File: src/rtl/bp_fe_bht_upd_sched_pkg.sv
// Shared types for the BHT update scheduler: FSM state and queued update entry.
// Entry idx is held at a fixed maximum width; modules narrow it to bht_idx_width_p at their ports.
package bp_fe_bht_upd_sched_pkg;

  localparam int unsigned bht_idx_width_max_gp = 16;

  typedef enum logic {
    e_normal,
    e_force
  } bht_upd_state_e;

  typedef struct packed {
    logic [bht_idx_width_max_gp-1:0] idx;
    logic                            correct;
  } bht_upd_entry_s;

endpackage

File: src/rtl/bp_fe_bht_upd_fifo.sv
// In-order update queue: valid/ready enqueue, yumi dequeue, registered occupancy.
module bp_fe_bht_upd_fifo
  import bp_fe_bht_upd_sched_pkg::*;
#(
  parameter int unsigned els_p = 4
) (
  input  logic                       clk_i,
  input  logic                       reset_i,
  input  logic                       v_i,
  input  bht_upd_entry_s             data_i,
  output logic                       ready_o,
  output logic                       v_o,
  output bht_upd_entry_s             data_o,
  input  logic                       yumi_i,
  output logic [$clog2(els_p):0]     count_o
);

  localparam int unsigned ptr_w_lp = $clog2(els_p);
  localparam int unsigned cnt_w_lp = ptr_w_lp + 1;
  localparam logic [cnt_w_lp-1:0] els_lp = cnt_w_lp'(els_p);

  bht_upd_entry_s        mem_q [els_p];
  logic [ptr_w_lp-1:0]   rd_ptr_q, wr_ptr_q;
  logic [cnt_w_lp-1:0]   count_q, count_d;
  logic                  enq, deq;

  assign ready_o = (count_q != els_lp);
  assign v_o     = (count_q != '0);
  assign data_o  = mem_q[rd_ptr_q];
  assign count_o = count_q;
  assign enq     = v_i & ready_o;
  assign deq     = yumi_i & v_o;

  always_comb begin
    count_d = count_q;
    unique case ({enq, deq})
      2'b10:   count_d = count_q + 1'b1;
      2'b01:   count_d = count_q - 1'b1;
      default: count_d = count_q;
    endcase
  end

  // Pointers wrap naturally since els_p is a power of two.
  always_ff @(posedge clk_i) begin
    if (reset_i) begin
      rd_ptr_q <= '0;
      wr_ptr_q <= '0;
      count_q  <= '0;
    end else begin
      if (enq) wr_ptr_q <= wr_ptr_q + 1'b1;
      if (deq) rd_ptr_q <= rd_ptr_q + 1'b1;
      count_q <= count_d;
    end
  end

  always_ff @(posedge clk_i) begin
    if (enq) mem_q[wr_ptr_q] <= data_i;
  end

endmodule

File: src/rtl/bp_fe_bht_upd_sched.sv
// Arbitrates a single-ported BHT between prediction reads and queued branch updates,
// forcing a drain when updates starve. Define BP_UPD_SCHED_STATS_EN to add stall/force counters.
module bp_fe_bht_upd_sched
  import bp_fe_bht_upd_sched_pkg::*;
#(
  parameter int unsigned bht_idx_width_p = 9,
  parameter int unsigned queue_els_p     = 4,
  parameter int unsigned starve_limit_p  = 8
) (
  input  logic                       clk_i,
  input  logic                       reset_i,
  input  logic                       upd_v_i,
  input  logic [bht_idx_width_p-1:0] upd_idx_i,
  input  logic                       upd_correct_i,
  output logic                       upd_ready_o,
  input  logic                       r_v_i,
  input  logic [bht_idx_width_p-1:0] idx_r_i,
  output logic                       r_stall_o,
  output logic                       bht_r_v_o,
  output logic [bht_idx_width_p-1:0] bht_idx_r_o,
  output logic                       bht_w_v_o,
  output logic [bht_idx_width_p-1:0] bht_idx_w_o,
  output logic                       bht_correct_o
`ifdef BP_UPD_SCHED_STATS_EN
  ,
  output logic [31:0]                stall_cnt_o,
  output logic [31:0]                force_cnt_o
`endif
);

  localparam int unsigned cnt_w_lp = $clog2(queue_els_p) + 1;
  localparam int unsigned sc_w_lp  = $clog2(starve_limit_p + 1);
  localparam logic [sc_w_lp-1:0] limit_lp = sc_w_lp'(starve_limit_p);

  bht_upd_state_e       state_q, state_d;
  logic [sc_w_lp-1:0]   starve_q, starve_d;
  bht_upd_entry_s       enq_entry, head_entry;
  logic                 fifo_ready, fifo_v, fifo_yumi;
  logic [cnt_w_lp-1:0]  fifo_cnt;
  logic                 enq, write_denied, last_deq;

  always_comb begin
    enq_entry.idx     = bht_idx_width_max_gp'(upd_idx_i);
    enq_entry.correct = upd_correct_i;
  end

  bp_fe_bht_upd_fifo #(
    .els_p (queue_els_p)
  ) fifo (
    .clk_i   (clk_i),
    .reset_i (reset_i),
    .v_i     (upd_v_i),
    .data_i  (enq_entry),
    .ready_o (fifo_ready),
    .v_o     (fifo_v),
    .data_o  (head_entry),
    .yumi_i  (fifo_yumi),
    .count_o (fifo_cnt)
  );

  assign enq           = upd_v_i & fifo_ready;
  assign fifo_yumi     = bht_w_v_o;
  assign upd_ready_o   = reset_i | fifo_ready;
  assign bht_idx_r_o   = idx_r_i;
  assign bht_idx_w_o   = bht_idx_width_p'(head_entry.idx);
  assign bht_correct_o = head_entry.correct;

  always_ff @(posedge clk_i) begin
    if (reset_i) begin
      state_q  <= e_normal;
      starve_q <= '0;
    end else begin
      state_q  <= state_d;
      starve_q <= starve_d;
    end
  end

  always_comb begin
    write_denied = (state_q == e_normal) & fifo_v & r_v_i;
    last_deq     = (fifo_cnt == cnt_w_lp'(1)) & fifo_yumi & ~enq;

    starve_d = starve_q;
    if (!fifo_v || fifo_yumi)                      starve_d = '0;
    else if (write_denied && starve_q != limit_lp) starve_d = starve_q + 1'b1;

    state_d = state_q;
    unique case (state_q)
      e_normal: if (write_denied && (starve_d == limit_lp || !fifo_ready)) state_d = e_force;
      e_force:  if (last_deq || !fifo_v) state_d = e_normal;
      default:  state_d = e_normal;
    endcase
  end

  // Reset overrides the registered state so the port contract holds from the first reset cycle.
  always_comb begin
    bht_r_v_o = r_v_i;
    bht_w_v_o = 1'b0;
    r_stall_o = 1'b0;
    if (!reset_i) begin
      unique case (state_q)
        e_force: begin
          bht_r_v_o = 1'b0;
          bht_w_v_o = fifo_v;
          r_stall_o = r_v_i;
        end
        default: begin
          bht_r_v_o = r_v_i;
          bht_w_v_o = ~r_v_i & fifo_v;
          r_stall_o = 1'b0;
        end
      endcase
    end
  end

`ifdef BP_UPD_SCHED_STATS_EN
  logic [31:0] stall_cnt_q, force_cnt_q;

  always_ff @(posedge clk_i) begin
    if (reset_i) begin
      stall_cnt_q <= '0;
      force_cnt_q <= '0;
    end else begin
      if (r_stall_o) stall_cnt_q <= stall_cnt_q + 32'd1;
      if (state_q == e_normal && state_d == e_force) force_cnt_q <= force_cnt_q + 32'd1;
    end
  end

  assign stall_cnt_o = stall_cnt_q;
  assign force_cnt_o = force_cnt_q;
`endif

endmodule

File: config.mk
export PLATFORM = sky130hd
export DESIGN_NAME = bp_fe_bht_upd_sched
export DESIGN_NICKNAME = d
export VERILOG_FILES = /design/src/rtl/bp_fe_bht_upd_sched_pkg.sv /design/src/rtl/bp_fe_bht_upd_fifo.sv /design/src/rtl/bp_fe_bht_upd_sched.sv
export SDC_FILE = /design/constraint.sdc
export NUM_CORES = 1
export LEC_CHECK = 0
export CAP_MARGIN = 20
export CELL_PAD_IN_SITES_DETAIL_PLACEMENT = 1
export CELL_PAD_IN_SITES_GLOBAL_PLACEMENT = 1
export CORE_AREA = 4 4 88 90
export DETAILED_ROUTE_END_ITERATION = 12
export DIE_AREA = 0 0 92 94
export PLACE_DENSITY_LB_ADDON = 0.1
export SETUP_SLACK_MARGIN = 0.3
export SLEW_MARGIN = 20
export SYNTH_ARGS = -nofsm -noshare
export SYNTH_HDL_FRONTEND = slang
export SYNTH_SLANG_ARGS = --single-unit
File: constraint.sdc
create_clock -name clk_i -period 3.35 [get_ports clk_i]
set_input_delay 1.005 -clock clk_i [delete_from_list [all_inputs] [get_ports clk_i]]
set_output_delay 1.005 -clock clk_i [all_outputs]
set_load 0.02 [all_outputs]
==> run_results.csv, run 1 <==
group,metric,value,unit
power,fin_total_pwr,1.80,mW
cts,cts.root.buffer_cell,"clkbuf_8",
synthesis,synthArstFlopShare,0,%
synthesis,complex_gate_fraction_of_the_synthesized_area,6.04,%
placement,gpl.final_weighted_congestion,0.726,
synthesis,synth_largest_type_area_fraction,50.0,%
global_routing,antenna_found_initial,0,
critical_path,setup.reg_to_reg.worst_slack,1.17,ns
die,starting_density_of_the_core,34.0,%
power,leakage_power,1.02,nW
power,netSwitchingFraction,29.5,%
synthesis,synth.most_common_cell,"edfxtp_1",
power,clkPwrFrac,24.1,%
synthesis,ys_seq_area_share,61.7,%
cts,cts_tree,"built",
detailed_routing,detail_route.drc_violations,0,
critical_path,critical_path.startpoint_type,"register",
synthesis,post_synth_mux_area_share,10.6,%
synthesis,ys_top_cells_by_area,"edfxtp_1 50%, dfxtp_1 12%, mux4_2 9.4%",
detailed_routing,drtAntennaViolNets,0,
placement,dpl_hpwl,3270,µm
detailed_routing,wl_met1,1830,µm
layout,post-route-util,40.6,%
synthesis,synth_area_per_inst,14.9,µm²
layout,final_net_count,224,
die,placeableCoreArea,7060,µm²
worst_hold_path,worstHoldPathType,"reg2reg",
sta,grt_setup_unrepaired,"false",
die,die_width,92,µm
cts,h_tree_depth,2,
detailed_routing,detail_route.first_pass.iterations,2,
layout,antenna_cells,0,
global_routing,grt_remaining_overflow,0,
detailed_routing,drtIter0Drc,31,
critical_path,cp_max_fo,10,
power,share_comb_of_total_power,30.4,%
die,die_outline_area,8650,µm²
layout,drive_gt1_share,20.4,%
sta,finalHoldViolations,0,
cts,number_of_buffers_added_by_the_clock_tree_synthesis_step,5,
power,p_switching,532,µW
synthesis,yosysWarnings,0,
detailed_routing,routed_wire_length,4510,µm
power,power_per_cell_area,629,nW/µm²
run,maxCapViolCount,0,
critical_path,timing_worst_setup_path_type,"reg2out",
critical_path,timing.critical_path.required,2.34,ns
synthesis,synth_top_family_by_area,"multiplexers",
global_routing,grt_first_pass_wirelength,7600,µm
sta,final.setup_skew,0.00484,ns
critical_path,critical_path_arrival,1.94,ns
power,irDropWorstVdd,205,µV
synthesis,post_synth_instance_area,2400,µm²
layout,post_layout_nonfiller_instances,290,
cts,postCtsSetupBuffers,0,
layout,areaGrowthSynthToFinish,19.4,%
cts,clock_insertion_delay_worst_skew,0.31,ns
synthesis,number_of_flops_mapped_to_enable_cells_by_yosys,40,
synthesis,post_synth_and_or_nand_nor_area_fraction,8.49,%
synthesis,synth_top_cell_by_area,"edfxtp_1",
synthesis,yosys-top-cells-count,"40 x edfxtp_1, 14 x dfxtp_1, 13 x nor2_1, 11 x ha_1",
sta,final-max-slew-violation-count,0,
cts,cts-root-to-sink-buffers,2,
global_routing,groute.usage.overall,11.3,%
layout,multi_input_comb_area,795,µm²
global_routing,maximum_number_of_pins_on_one_net_before_global_route_repair,17,
cts,cts.sinks,54,
power,int_power,1.27,mW
sta,worst-slew-pin-transition,0.561,ns
die,std_cell_rows,31,
synthesis,yosys_most_used_dff,"edfxtp_1",
placement,post-place-cells,282,
synthesis,post_synth_xor_area_fraction,2.19,%
cts,worst_setup_hold_path_clk_slew,0.09,ns
synthesis,synth.net_count,195,
die,ports_placed_on_the_boundary,46,
layout,nFillCells,744,
sta,hold_slack,0.552,ns
detailed_routing,wire_per_inst,15.6,µm
detailed_routing,met2RoutedLength,2400,µm
global_routing,first_global_vias,1514,
critical_path,end_kind,"output port",
synthesis,distinct_cell_type_count_after_synthesis,35,
detailed_routing,detail_route.vias_per_cell,4.69,
synthesis,synthAdderAreaFrac,5.73,%
die,die_height,94,µm
cts,cts-hold-fix-buffers,0,
sta,min_period,2.95,ns
detailed_routing,routed-via-count,1359,
synthesis,synth-seq-cells,54,
sta,max-slew-margin-rel,62.6,%
sta,final_min_period_over_clock_period,88.0,%
placement,dpl-instance-area,2770,µm²
sta,fmaxAchievable,0.339,GHz
synthesis,postSynthCellCount,161,
detailed_routing,wl_met3,201,µm
status,status,"finished clean",
detailed_routing,top_layer,"met4",
placement,port-buffer-count,27,
layout,seqCellArea,1480,µm²
power,seq_power_share,45.5,%
sta,setup-violations-final,0,
layout,finalInstanceArea,2870,µm²
[area by class of cell]
type,instances,share of cell area (%)
sequential,54,51.7
multi-input combinational,84,27.7
timing repair buffer,36,11.3
tap,99,4.32
clock buffer,6,2.53
clock inverter,2,1.31
inverter,9,1.18
[path summary, 6_finish.rpt]
check,from,endpoint,cells after the start
worst max-delay path,register,bht_idx_w_o[6],3
worst min-delay path,fifo.rd_ptr_q[0]$_SDFFE_PP0N_,register,2
worst max register to register,fifo.count_o[0]$_SDFFE_PP0P_,fifo.count_o[2]$_SDFFE_PP0P_,9
worst min register to register,fifo.rd_ptr_q[0]$_SDFFE_PP0N_,register,2
[registers in the layout (all words and copies together) (netlist names), named ones only]
name / count
fifo.count_o: 3
fifo.mem_q: 40
fifo.rd_ptr_q: 2
fifo.wr_ptr_q: 2
starve_q: 4
state_q: 1
[repair_timing]
action | 4_1_cts | 5_1_grt
gates resized for setup | 12 | 8
gates cloned | 0 | 0
endpoints found under the setup margin | 4 | 5
[stage by stage]
step / TNS [ns] / setup WS, ns
floorplan: 0 / 0.584
global placement: -0.157 / -0.108
detailed placement: -0.251 / -0.119
CTS: 0 / 0.251
global route: 0 / 0.311
finish: 0 / 0.400
[critical path, cell delays in order (launching register included)]
cell,delay (ns)
dfxtp_1,0.32
buf_4,0.23
mux4_2,0.54
clkdlybuf4s50_1,0.55
[cell usage in the layout, fill, tap and decap left out, types with 2 or more instances in the layout]
cell type / synthesis / routed
clkbuf_2: 0 / 2
buf_4: 10 / 10
ha_1: 11 / 11
clkbuf_8: 0 / 5
mux4_2: 10 / 10
nand2_1: 2 / 2
xor2_1: 4 / 4
dfxtp_1: 14 / 14
nand3_1: 5 / 5
a21oi_1: 5 / 5
edfxtp_1: 40 / 40
o21ai_0: 3 / 3
nor3_1: 4 / 4
and2_1: 4 / 4
nor2_1: 13 / 13
a21boi_1: 1 / 2
clkdlybuf4s50_1: 0 / 20
mux2i_1: 3 / 3
inv_1: 9 / 9
nand2b_2: 2 / 2
xnor2_1: 2 / 2
dlymetal6s2s_1: 0 / 2
[cells by family (layout without fill, tap and decap cells)]
group / after synthesis / in the layout
AOI/OAI and AO/OA: 18 / 18
xor gates and xnor gates: 6 / 6
adders and majority gates: 11 / 11
buffers and inverters: 23 / 53
DFF: 54 / 54
muxes: 13 / 13
and+or+nand+nor: 36 / 36
[metal layers]
layer  global-route usage, %  up-vias
li1                        -      643
met1                    12.5      672
met2                    20.7       33
met3                    2.88       11
met4                    4.46        0
met5                       0        -
[power groups by stage]
stage / combinational [mW] / sequential [mW] / clock, mW
global placement: 0.553 / 0.834 / 0
finish: 0.548 / 0.820 / 0.435
global route: 0.602 / 0.829 / 0.475
detailed placement: 0.566 / 0.838 / 0
CTS: 0.563 / 0.822 / 0.452
floorplan: 0.390 / 0.817 / 0
Note: power is estimated with default switching activity, not from simulation.
==> run 2: changes to the inputs <==
--- a/config.mk
+++ b/config.mk
@@ -9,7 +9,8 @@
 export CELL_PAD_IN_SITES_DETAIL_PLACEMENT = 1
 export CELL_PAD_IN_SITES_GLOBAL_PLACEMENT = 1
-export CORE_AREA = 4 4 88 90
+export CORE_AREA = 10 10 94 96
+export CTS_BUF_LIST = sky130_fd_sc_hd__clkbuf_8 sky130_fd_sc_hd__clkbuf_16
 export DETAILED_ROUTE_END_ITERATION = 12
-export DIE_AREA = 0 0 92 94
+export DIE_AREA = 0 0 104 106
 export PLACE_DENSITY_LB_ADDON = 0.1
 export SETUP_SLACK_MARGIN = 0.3
==> constraint.sdc (replaced) <==
create_clock -name clk_i -period 3.35 [get_ports clk_i]
set_input_delay 0.335 -clock clk_i [delete_from_list [all_inputs] [get_ports clk_i]]
set_output_delay 0.335 -clock clk_i [all_outputs]
set_load 0.02 [all_outputs]
==> run 2 against run 1 <==
Compared with the run above:
- sequential share of layout area rose by 0.73 points
- count of clock-buffer cells in the layout fell by 1
- utilization shrank 0.57 points
- cell area decreased by 1.4%
- global-route usage fell by 2.2 points
- first-iteration DRC count up 39%
- total power is 0.38% lower
- largest cell class unchanged
==> run_results.csv, run 2 (same netlist as run 1, synthesis figures left out) <==
group,metric,value,unit
status,status,"finished clean",
sta,fmaxAchievable,0.388,GHz
cts,cts.root.buffer_cell,"clkbuf_8",
critical_path,critical_path_arrival,2.24,ns
cts,worst_setup_hold_path_clk_slew,0.09,ns
detailed_routing,drtAntennaViolNets,0,
die,placeableCoreArea,7060,µm²
layout,post-route-util,40.1,%
critical_path,timing.critical_path.required,3.01,ns
sta,setup-violations-final,0,
die,die_width,104,µm
detailed_routing,drtIter0Drc,43,
detailed_routing,routed-via-count,1297,
layout,top_library_cells_by_usage_in_the_layout_fill_and_taps_aside,"40 x edfxtp_1, 27 x clkdlybuf4s50_1, 14 x dfxtp_1",
critical_path,critical_path.startpoint_type,"register",
layout,max_ffs_per_register,40,
layout,antenna_cells,0,
sta,min_period,2.58,ns
worst_hold_path,worstHoldPathType,"reg2reg",
sta,final-max-slew-violation-count,0,
sta,timing.setup.tns,0,ns
global_routing,grt_first_pass_wirelength,8070,µm
placement,port-buffer-count,27,
layout,most_common_library_cell_in_the_layout_ignoring_fill_and_taps,"edfxtp_1",
sta,grt_setup_unrepaired,"false",
global_routing,antenna_found_initial,0,
global_routing,maximum_number_of_pins_on_one_net_before_global_route_repair,19,
sta,final.setup_skew,0.00700,ns
detailed_routing,detail_route.vias_per_cell,4.60,
critical_path,cpPeakStageDelay,0.79,ns
detailed_routing,routed_wire_length,4810,µm
power,power_per_cell_area,635,nW/µm²
layout,multi_input_comb_area,795,µm²
die,std_cell_rows,31,
critical_path,timing_worst_setup_path_type,"reg2out",
detailed_routing,detail_route.first_pass.iterations,3,
cts,number_of_buffers_added_by_the_clock_tree_synthesis_step,5,
critical_path,path_cells,"mux4_2 > clkdlybuf4s50_1",
cts,h_tree_depth,2,
cts,cts-hold-fix-buffers,0,
placement,dpl-instance-area,2710,µm²
detailed_routing,wire_per_inst,17.1,µm
worst_hold_path,hold-path-cell-count,2,
cts,cts-root-to-sink-buffers,2,
placement,gpl.final_weighted_congestion,0.707,
die,starting_density_of_the_core,34.0,%
die,die_height,106,µm
die,ports_placed_on_the_boundary,46,
layout,seqCellArea,1480,µm²
cts,clock_insertion_delay_worst_skew,0.31,ns
layout,finalInstanceArea,2830,µm²
sta,max-slew-margin-rel,53.0,%
die,die_outline_area,11000,µm²
critical_path,timing.critical_path.slowest_stage_cell,"dfxtp_1",
layout,nFillCells,739,
global_routing,groute.usage.overall,9.10,%
layout,drive_gt1_share,15.3,%
power,irDropWorstVdd,254,µV
cts,cts.sinks,54,
layout,final_net_count,216,
sta,finalHoldViolations,0,
critical_path,reg2regPathDepth,7,
detailed_routing,detail_route.drc_violations,0,
critical_path,end_kind,"output port",
sta,final_min_period_over_clock_period,76.9,%
cts,cts_tree,"built",
critical_path,cp_max_fo,10,
global_routing,first_global_vias,1520,
run,maxCapViolCount,0,
layout,areaGrowthSynthToFinish,17.7,%
power,leakage_power,0.961,nW
cts,postCtsSetupBuffers,0,
layout,register_with_the_highest_flop_count,"fifo.mem_q",
sta,worst-slew-pin-transition,0.704,ns
cts,cts_resized,0,
placement,dpl_hpwl,3580,µm
global_routing,grt_remaining_overflow,0,
-- run 2: cell count changes in the layout (fill, tap and decap cells not counted), sizes merged, moves of 2 or more --
| cell | change |
|---|---|
| buf | -10 |
| dlymetal6s2s | -2 |
| clkdlybuf4s50 | +7 |
| clkbuf | -3 |
-- run 2: worst paths after layout --
| path | start | to | slack (ns) |
|---|---|---|---|
| min reg2reg | fifo.rd_ptr_q[1]$_SDFFE_PP0N_ | fifo.rd_ptr_q[1]$_SDFFE_PP0N_ | 0.55 |
| max reg2reg | fifo.count_o[0]$_SDFFE_PP0P_ | fifo.count_o[2]$_SDFFE_PP0P_ | 1.00 |
| max | register | bht_idx_w_o[2] | 0.77 |
| min | fifo.rd_ptr_q[1]$_SDFFE_PP0N_ | fifo.rd_ptr_q[1]$_SDFFE_PP0N_ | 0.55 |
-- run 2: layout make-up --
cell class	count	share of cell area, %
Clock inverter	3	1.68
Sequential cell	54	52.4
Tap cell	99	4.38
Multi-Input combinational cell	84	28.1
Timing Repair Buffer	28	9.82
Clock buffer	5	2.43
Inverter	9	1.19
-- run 2: worst max-delay path, delay by kind of cell, from the launching register on --
kind     cells  cell delay, ns
buf+inv      1            0.56
mux          1            0.59
flops        1            0.79
-- run 2: metal layers --
metal  track usage, %  up-vias  part of all wire [%]
met4             2.98        0                   1.3
met5                0        -                     0
met2             16.3       30                    52
met1             9.45      639                    40
met3             3.93        5                   6.6
li1                 -      623                     -
-- run 2: per-stage QoR --
stage | std cells | worst slack (ns) | hold WS, ns | total power [mW]
3_5_place_dp | 274 | 0.953 | 0.532 | 1.38
5_1_grt | 282 | 0.607 | 0.606 | 1.92
2_1_floorplan | 161 | 1.30 | 0.434 | 1.21
3_3_place_gp | 274 | 1.00 | 0.512 | 1.37
6_report | 282 | 0.774 | 0.546 | 1.80
4_1_cts | 282 | 0.678 | 0.561 | 1.83
-- run 2: report_power, final --
group / leakage, nW / switching (mW) / internal (mW) / total (mW)
registers: 0.482 / 0.0652 / 0.782 / 0.847
logic: 0.421 / 0.252 / 0.253 / 0.505
clock network: 0.0587 / 0.217 / 0.227 / 0.444
==> run 3: changes to the inputs <==
- clock period: 3.35 -> 2.49 ns (I/O delays scaled with it)
==> run 3 against run 2 <==
Compared with the run above:
- setup slack worse by 0.30 ns
- total power is 32% higher
- critical path depth is 2 higher
- cell area is 1.1% higher
- first-iteration DRC count is 12% higher
- global-route usage is 0.45 points lower
- worst hold slack worse by 0.048 ns
- via count is 1.8% higher
- sequential share of layout area is 0.53 points lower
- register-to-register slack worse by 0.52 ns
- die area stayed put
- critical path type is now in2out
==> run_results.csv, run 3 (same netlist as run 1, synthesis figures left out) <==
group,metric,value,unit
critical_path,cpMostUsedCell,"clkdlybuf4s50_1",
layout,drive_gt1_share,18.5,%
die,die_width,104,µm
sta,final.setup_skew,0.00384,ns
power,int_power,1.67,mW
placement,port-buffer-count,27,
sta,finalHoldViolations,0,
detailed_routing,drtIter0Drc,48,
power,clkPwrFrac,24.2,%
cts,cts-root-to-sink-buffers,2,
detailed_routing,wl_met3,274,µm
layout,top_library_cells_by_usage_in_the_layout_fill_and_taps_aside,"40 x edfxtp_1, 15 x clkdlybuf4s50_1, 13 x nor2_1, 13 x dfxtp_1, 11 x dlygate4sd2_1",
layout,areaGrowthSynthToFinish,19.0,%
sta,setup-violations-final,0,
detailed_routing,wl_met1,1860,µm
critical_path,end_kind,"output port",
power,irDropWorstVdd,332,µV
detailed_routing,detail_route.vias_per_cell,4.58,
global_routing,first_global_vias,1525,
detailed_routing,top_layer,"met4",
layout,register_with_the_highest_flop_count,"fifo.mem_q",
power,netSwitchingFraction,29.8,%
placement,dpl_hpwl,3450,µm
die,starting_density_of_the_core,34.0,%
power,power_per_cell_area,830,nW/µm²
detailed_routing,met2RoutedLength,2530,µm
power,leakage_power,1.02,nW
sta,grt_setup_unrepaired,"false",
detailed_routing,routed-via-count,1320,
detailed_routing,routed_wire_length,4720,µm
layout,most_common_library_cell_in_the_layout_ignoring_fill_and_taps,"edfxtp_1",
critical_path,cpPeakStageDelay,0.61,ns
critical_path,timing.critical_path.slowest_stage_cell,"clkdlybuf4s50_1",
critical_path,path_cells,"clkdlybuf4s50_1 > inv_1 > and3_2 > clkdlybuf4s50_1",
sta,max-slew-margin-rel,66.4,%
die,placeableCoreArea,7060,µm²
detailed_routing,wire_per_inst,16.4,µm
worst_hold_path,worstHoldPathType,"in2out",
detailed_routing,detail_route.drc_violations,0,
die,die_height,106,µm
critical_path,timing_worst_setup_path_type,"in2out",
cts,clock_insertion_delay_worst_skew,0.30,ns
cts,cts.root.buffer_cell,"clkbuf_8",
critical_path,cp_max_fo,7,
layout,final_net_count,222,
critical_path,critical_path_arrival,1.77,ns
placement,gpl.final_weighted_congestion,0.769,
die,std_cell_rows,31,
detailed_routing,drtAntennaViolNets,0,
global_routing,grt_first_pass_wirelength,7780,µm
cts,cts-hold-fix-buffers,0,
die,die_outline_area,11000,µm²
power,share_comb_of_total_power,29.3,%
cts,cts_tree,"built",
sta,final_min_period_over_clock_period,81.0,%
detailed_routing,detail_route.first_pass.iterations,4,
cts,h_tree_depth,2,
critical_path,critical_path.startpoint_type,"input pin",
die,ports_placed_on_the_boundary,46,
sta,final-max-slew-violation-count,0,
global_routing,antenna_found_initial,0,
critical_path,timing.critical_path.required,2.24,ns
global_routing,maximum_number_of_pins_on_one_net_before_global_route_repair,17,
run,maxCapViolCount,0,
sta,min_period,2.02,ns
sta,timing.setup.tns,0,ns
sta,hold_slack,0.498,ns
sta,fmaxAchievable,0.496,GHz
power,seq_power_share,46.5,%
layout,antenna_cells,0,
layout,max_ffs_per_register,40,
power,p_switching,707,µW
status,status,"finished clean",
global_routing,groute.usage.overall,8.65,%
sta,worst-slew-pin-transition,0.503,ns
cts,cts.sinks,54,
cts,number_of_buffers_added_by_the_clock_tree_synthesis_step,5,
global_routing,grt_remaining_overflow,0,
run 3: through the flow:
stage / utilization, % / instance area [µm²] / total power, mW / setup slack, ns / std cells
2_1_floorplan: - / 2400 / 1.62 / 0.440 / 161
3_3_place_gp: 39.0 / 2760 / 1.86 / 0.397 / 280
3_5_place_dp: 39.0 / 2760 / 1.88 / 0.328 / 280
4_1_cts: 40.4 / 2850 / 2.42 / 0.379 / 288
5_1_grt: 40.5 / 2860 / 2.52 / 0.319 / 288
6_report: 40.5 / 2860 / 2.37 / 0.474 / 288
run 3: worst paths after layout:
path	slack, ns	cells after the start	endpoint	startpoint
worst max register to register	0.48	8	fifo.count_o[2]$_SDFFE_PP0P_	fifo.count_o[1]$_SDFFE_PP0P_
worst min register to register	0.55	2	fifo.count_o[0]$_SDFFE_PP0P_	fifo.count_o[0]$_SDFFE_PP0P_
worst max-delay path	0.47	4	r_stall_o	reset_i
worst min-delay path	0.50	0	bht_idx_r_o[7]	idx_r_i[7]
run 3: worst max-delay path, delay by kind of cell:
kind,cells,cell delay [ns]
buffers and inverters,3,1.29
and+or+nand+nor,1,0.23
run 3: layout make-up:
class,instances,area (µm²)
clock buffer,5,68.8
clock inverter,3,41.3
fill,758,4200
inverter,9,33.8
multi-input combinational,84,797
sequential,54,1480
tap,99,124
timing repair buffer,34,312
run 3: timing repair:
action | 4_1_cts | 5_1_grt
pin swaps | 0 | 0
buffers inserted | 0 | 0
setup endpoints to repair | 11 | 4
resized for setup | 11 | 3
run 3: per-layer routing:
metal	vias up	global-route usage [%]
li1	636	-
met1	649	8.48
met2	29	16.4
met3	6	3.20
met4	0	2.98
met5	-	0
run 3: power groups by stage:
stage	Clock [mW]	Combinational [mW]	Sequential [mW]
final	0.575	0.695	1.10
after global routing	0.634	0.767	1.12
after CTS	0.602	0.710	1.11
after detailed placement	0	0.753	1.13
after global placement	0	0.740	1.12
after floorplan	0	0.525	1.10
==> RTL change (config.mk and constraints of run 2) <==
Set the parameter `starve_limit_p` to 16 (it was 8).
--- a/src/rtl/bp_fe_bht_upd_sched.sv
+++ b/src/rtl/bp_fe_bht_upd_sched.sv
@@ -6,5 +6,5 @@
   parameter int unsigned bht_idx_width_p = 9,
   parameter int unsigned queue_els_p     = 4,
-  parameter int unsigned starve_limit_p  = 8
+  parameter int unsigned starve_limit_p  = 16
 ) (
   input  logic                       clk_i,
Check against the original RTL: not equivalent (a bounded check fails within 10 cycles, from zero or initial values and one cycle with reset_i high).
==> RTL change against run 2 <==
Total power fell by 14%. Die area did not move. Combinational power fell by 29%. First-iteration DRC count fell by 26%. Synthesized cell count did not move. Clock skew fell by 1.2 ps. Sequential power fell by 2%. Setup slack got worse by 19 ps. Sequential cell count rose by 1. Design area fell by 1.1%. Wire length fell by 4.7%. Area after synthesis fell by 0.16%. Critical path type unchanged.
==> RTL change: results (changes against run 2) <==
| Metric | Value |
|---|---|
| Count of non-CTS buffers in the layout | 27 (was 28) |
| Syn nets | 195 (unchanged) |
| RePlAce Congestion | 0.764 (was 0.707) |
| PortBufs | 27 (unchanged) |
| Multi-input logic area | 774 um2 (was 795 um2) |
| H-tree levels | 2 (unchanged) |
| Clock network area share | 3.18% (was 4.12%) |
| Multi-input comb cells | 83 (was 84) |
| Sequential cell area | 1500 um2 (was 1480 um2) |
| Drt first pass iters | 4 (was 3) |
| Top cells by count, synth | edfxtp_1, nor2_1, dfxtp_1 (was edfxtp_1, dfxtp_1, nor2_1) |
| CP arrival | 2260 ps (was 2240 ps) |
| Via/cell ratio | 4.51 (was 4.60) |
| Xor/xnor cell area share of the yosys netlist | 3.29% (was 2.19%) |
| Area share of fa/ha/maj cells after synthesis | 5.74% (was 5.73%) |
| Pin count of the biggest net entering global routing | 18 (was 19) |
| Share of cells above drive strength 1 | 13.1% (was 15.3%) |
| Maximum clock path buffer count | 2 (unchanged) |
| Non-clock inverter count in the final layout | 10 (was 9) |
| Clock sinks | 55 (was 54) |
| ANT cells | 0 (unchanged) |
| DP Wirelength | 3.44 mm (was 3.58 mm) |
| Fillers | 743 (was 739) |
| Largest register FFs | 40 (unchanged) |
| Post-synthesis compound-gate area fraction | 3.60% (was 6.04%) |
| Mux share of post-synthesis cell area | 11.3% (was 10.6%) |
| Sequential area share after synthesis | 62.6% (was 61.7%) |
| Worst R2R Setup Slack | 1180 ps (was 1000 ps) |
| Initial DRC count | 32 (was 43) |
| Critical path's largest stage delay | 810 ps (was 790 ps) |
| Final max-slew violation count | 0 (unchanged) |
| Root Driver | clkbuf_8 (unchanged) |
| Buffer share of cell area | 9.66% (was 9.82%) |
| Leak | 0.000937 uW (was 0.000961 uW) |
| Vias in the first global route | 1439 (was 1520) |
| First-pass GRT wire length | 7.63 mm (was 8.07 mm) |
| Worst Clk Skew | 5.80 ps (was 7.00 ps) |
| Nets | 216 (unchanged) |
| Setup TNS | 0 ps (unchanged) |
| Worst-Margin Slew | 736 ps (was 704 ps) |
| Total GRT Usage | 8.57% (was 9.10%) |
| Placed cell areas | 2710 um2 (about the same) |
| Status | finished clean (unchanged) |
| Area contributors post-synth | edfxtp_1, dfxtp_1, mux4_2, ha_1, buf_4 (unchanged) |
| Pwr dens | 553 nW/um2 (was 635 nW/um2) |
| Reg2reg end | fifo.count_o[2] (unchanged) |
| Worst VDD drop | 0.187 mV (was 0.254 mV) |
| Post-layout util | 39.6% (was 40.1%) |
| Final wirelength | 4.59 mm (was 4.81 mm) |
RTL change: cell types whose count changed in the layout (fill, tap and decap cells not counted), moves of 2 or more:
| cell | delta |
|---|---|
| nor2_1 | +4 |
| nor3_1 | -4 |
| a21oi_1 | -2 |
| nand2b_2 | -2 |
| xor2_1 | +2 |
RTL change: metrics by stage:
stage | total power (uW) | setup slack (ps)
floorplan | 1090 | 1410
global placement | 1210 | 975
detailed placement | 1220 | 898
CTS | 1580 | 674
global route | 1650 | 569
finish | 1550 | 755
RTL change: report_power, final:
part / total (uW) / switching [uW] / internal [uW]
logic: 358 / 174 / 183
registers: 833 / 49.2 / 784
clock network: 356 / 210 / 146
RTL change: kinds of logic (layout without fill, tap and decap cells):
kind of cell | after synthesis | count (layout)
flops | 55 | 55
simple gates | 37 | 37
buf+inv | 23 | 45
mux | 14 | 14
compound gates | 12 | 12
fa+ha+maj | 11 | 11
xor+xnor | 9 | 9
RTL change: routing by layer:
| layer | wire, um | global-route usage [%] |
|---|---|---|
| met1 | 1840 | 9.06 |
| met4 | 43 | 2.39 |
| met3 | 379 | 3.86 |
| met5 | 0 | 0 |
| met2 | 2320 | 15.2 |
RTL change: worst min-delay path by stage:
stage	from	to	slack (ps)	depth (start not counted)
5_1_grt	fifo.rd_ptr_q[1]	fifo.rd_ptr_q[1]	590	2
4_1_cts	fifo.rd_ptr_q[1]	fifo.rd_ptr_q[1]	550	2
6_report	fifo.rd_ptr_q[1]	fifo.rd_ptr_q[1]	540	2
3_3_place_gp	fifo.rd_ptr_q[0]	fifo.rd_ptr_q[0]	510	2
3_5_place_dp	fifo.rd_ptr_q[1]	register	520	2
2_1_floorplan	upd_correct_i	fifo.mem_q[0][0]	430	0
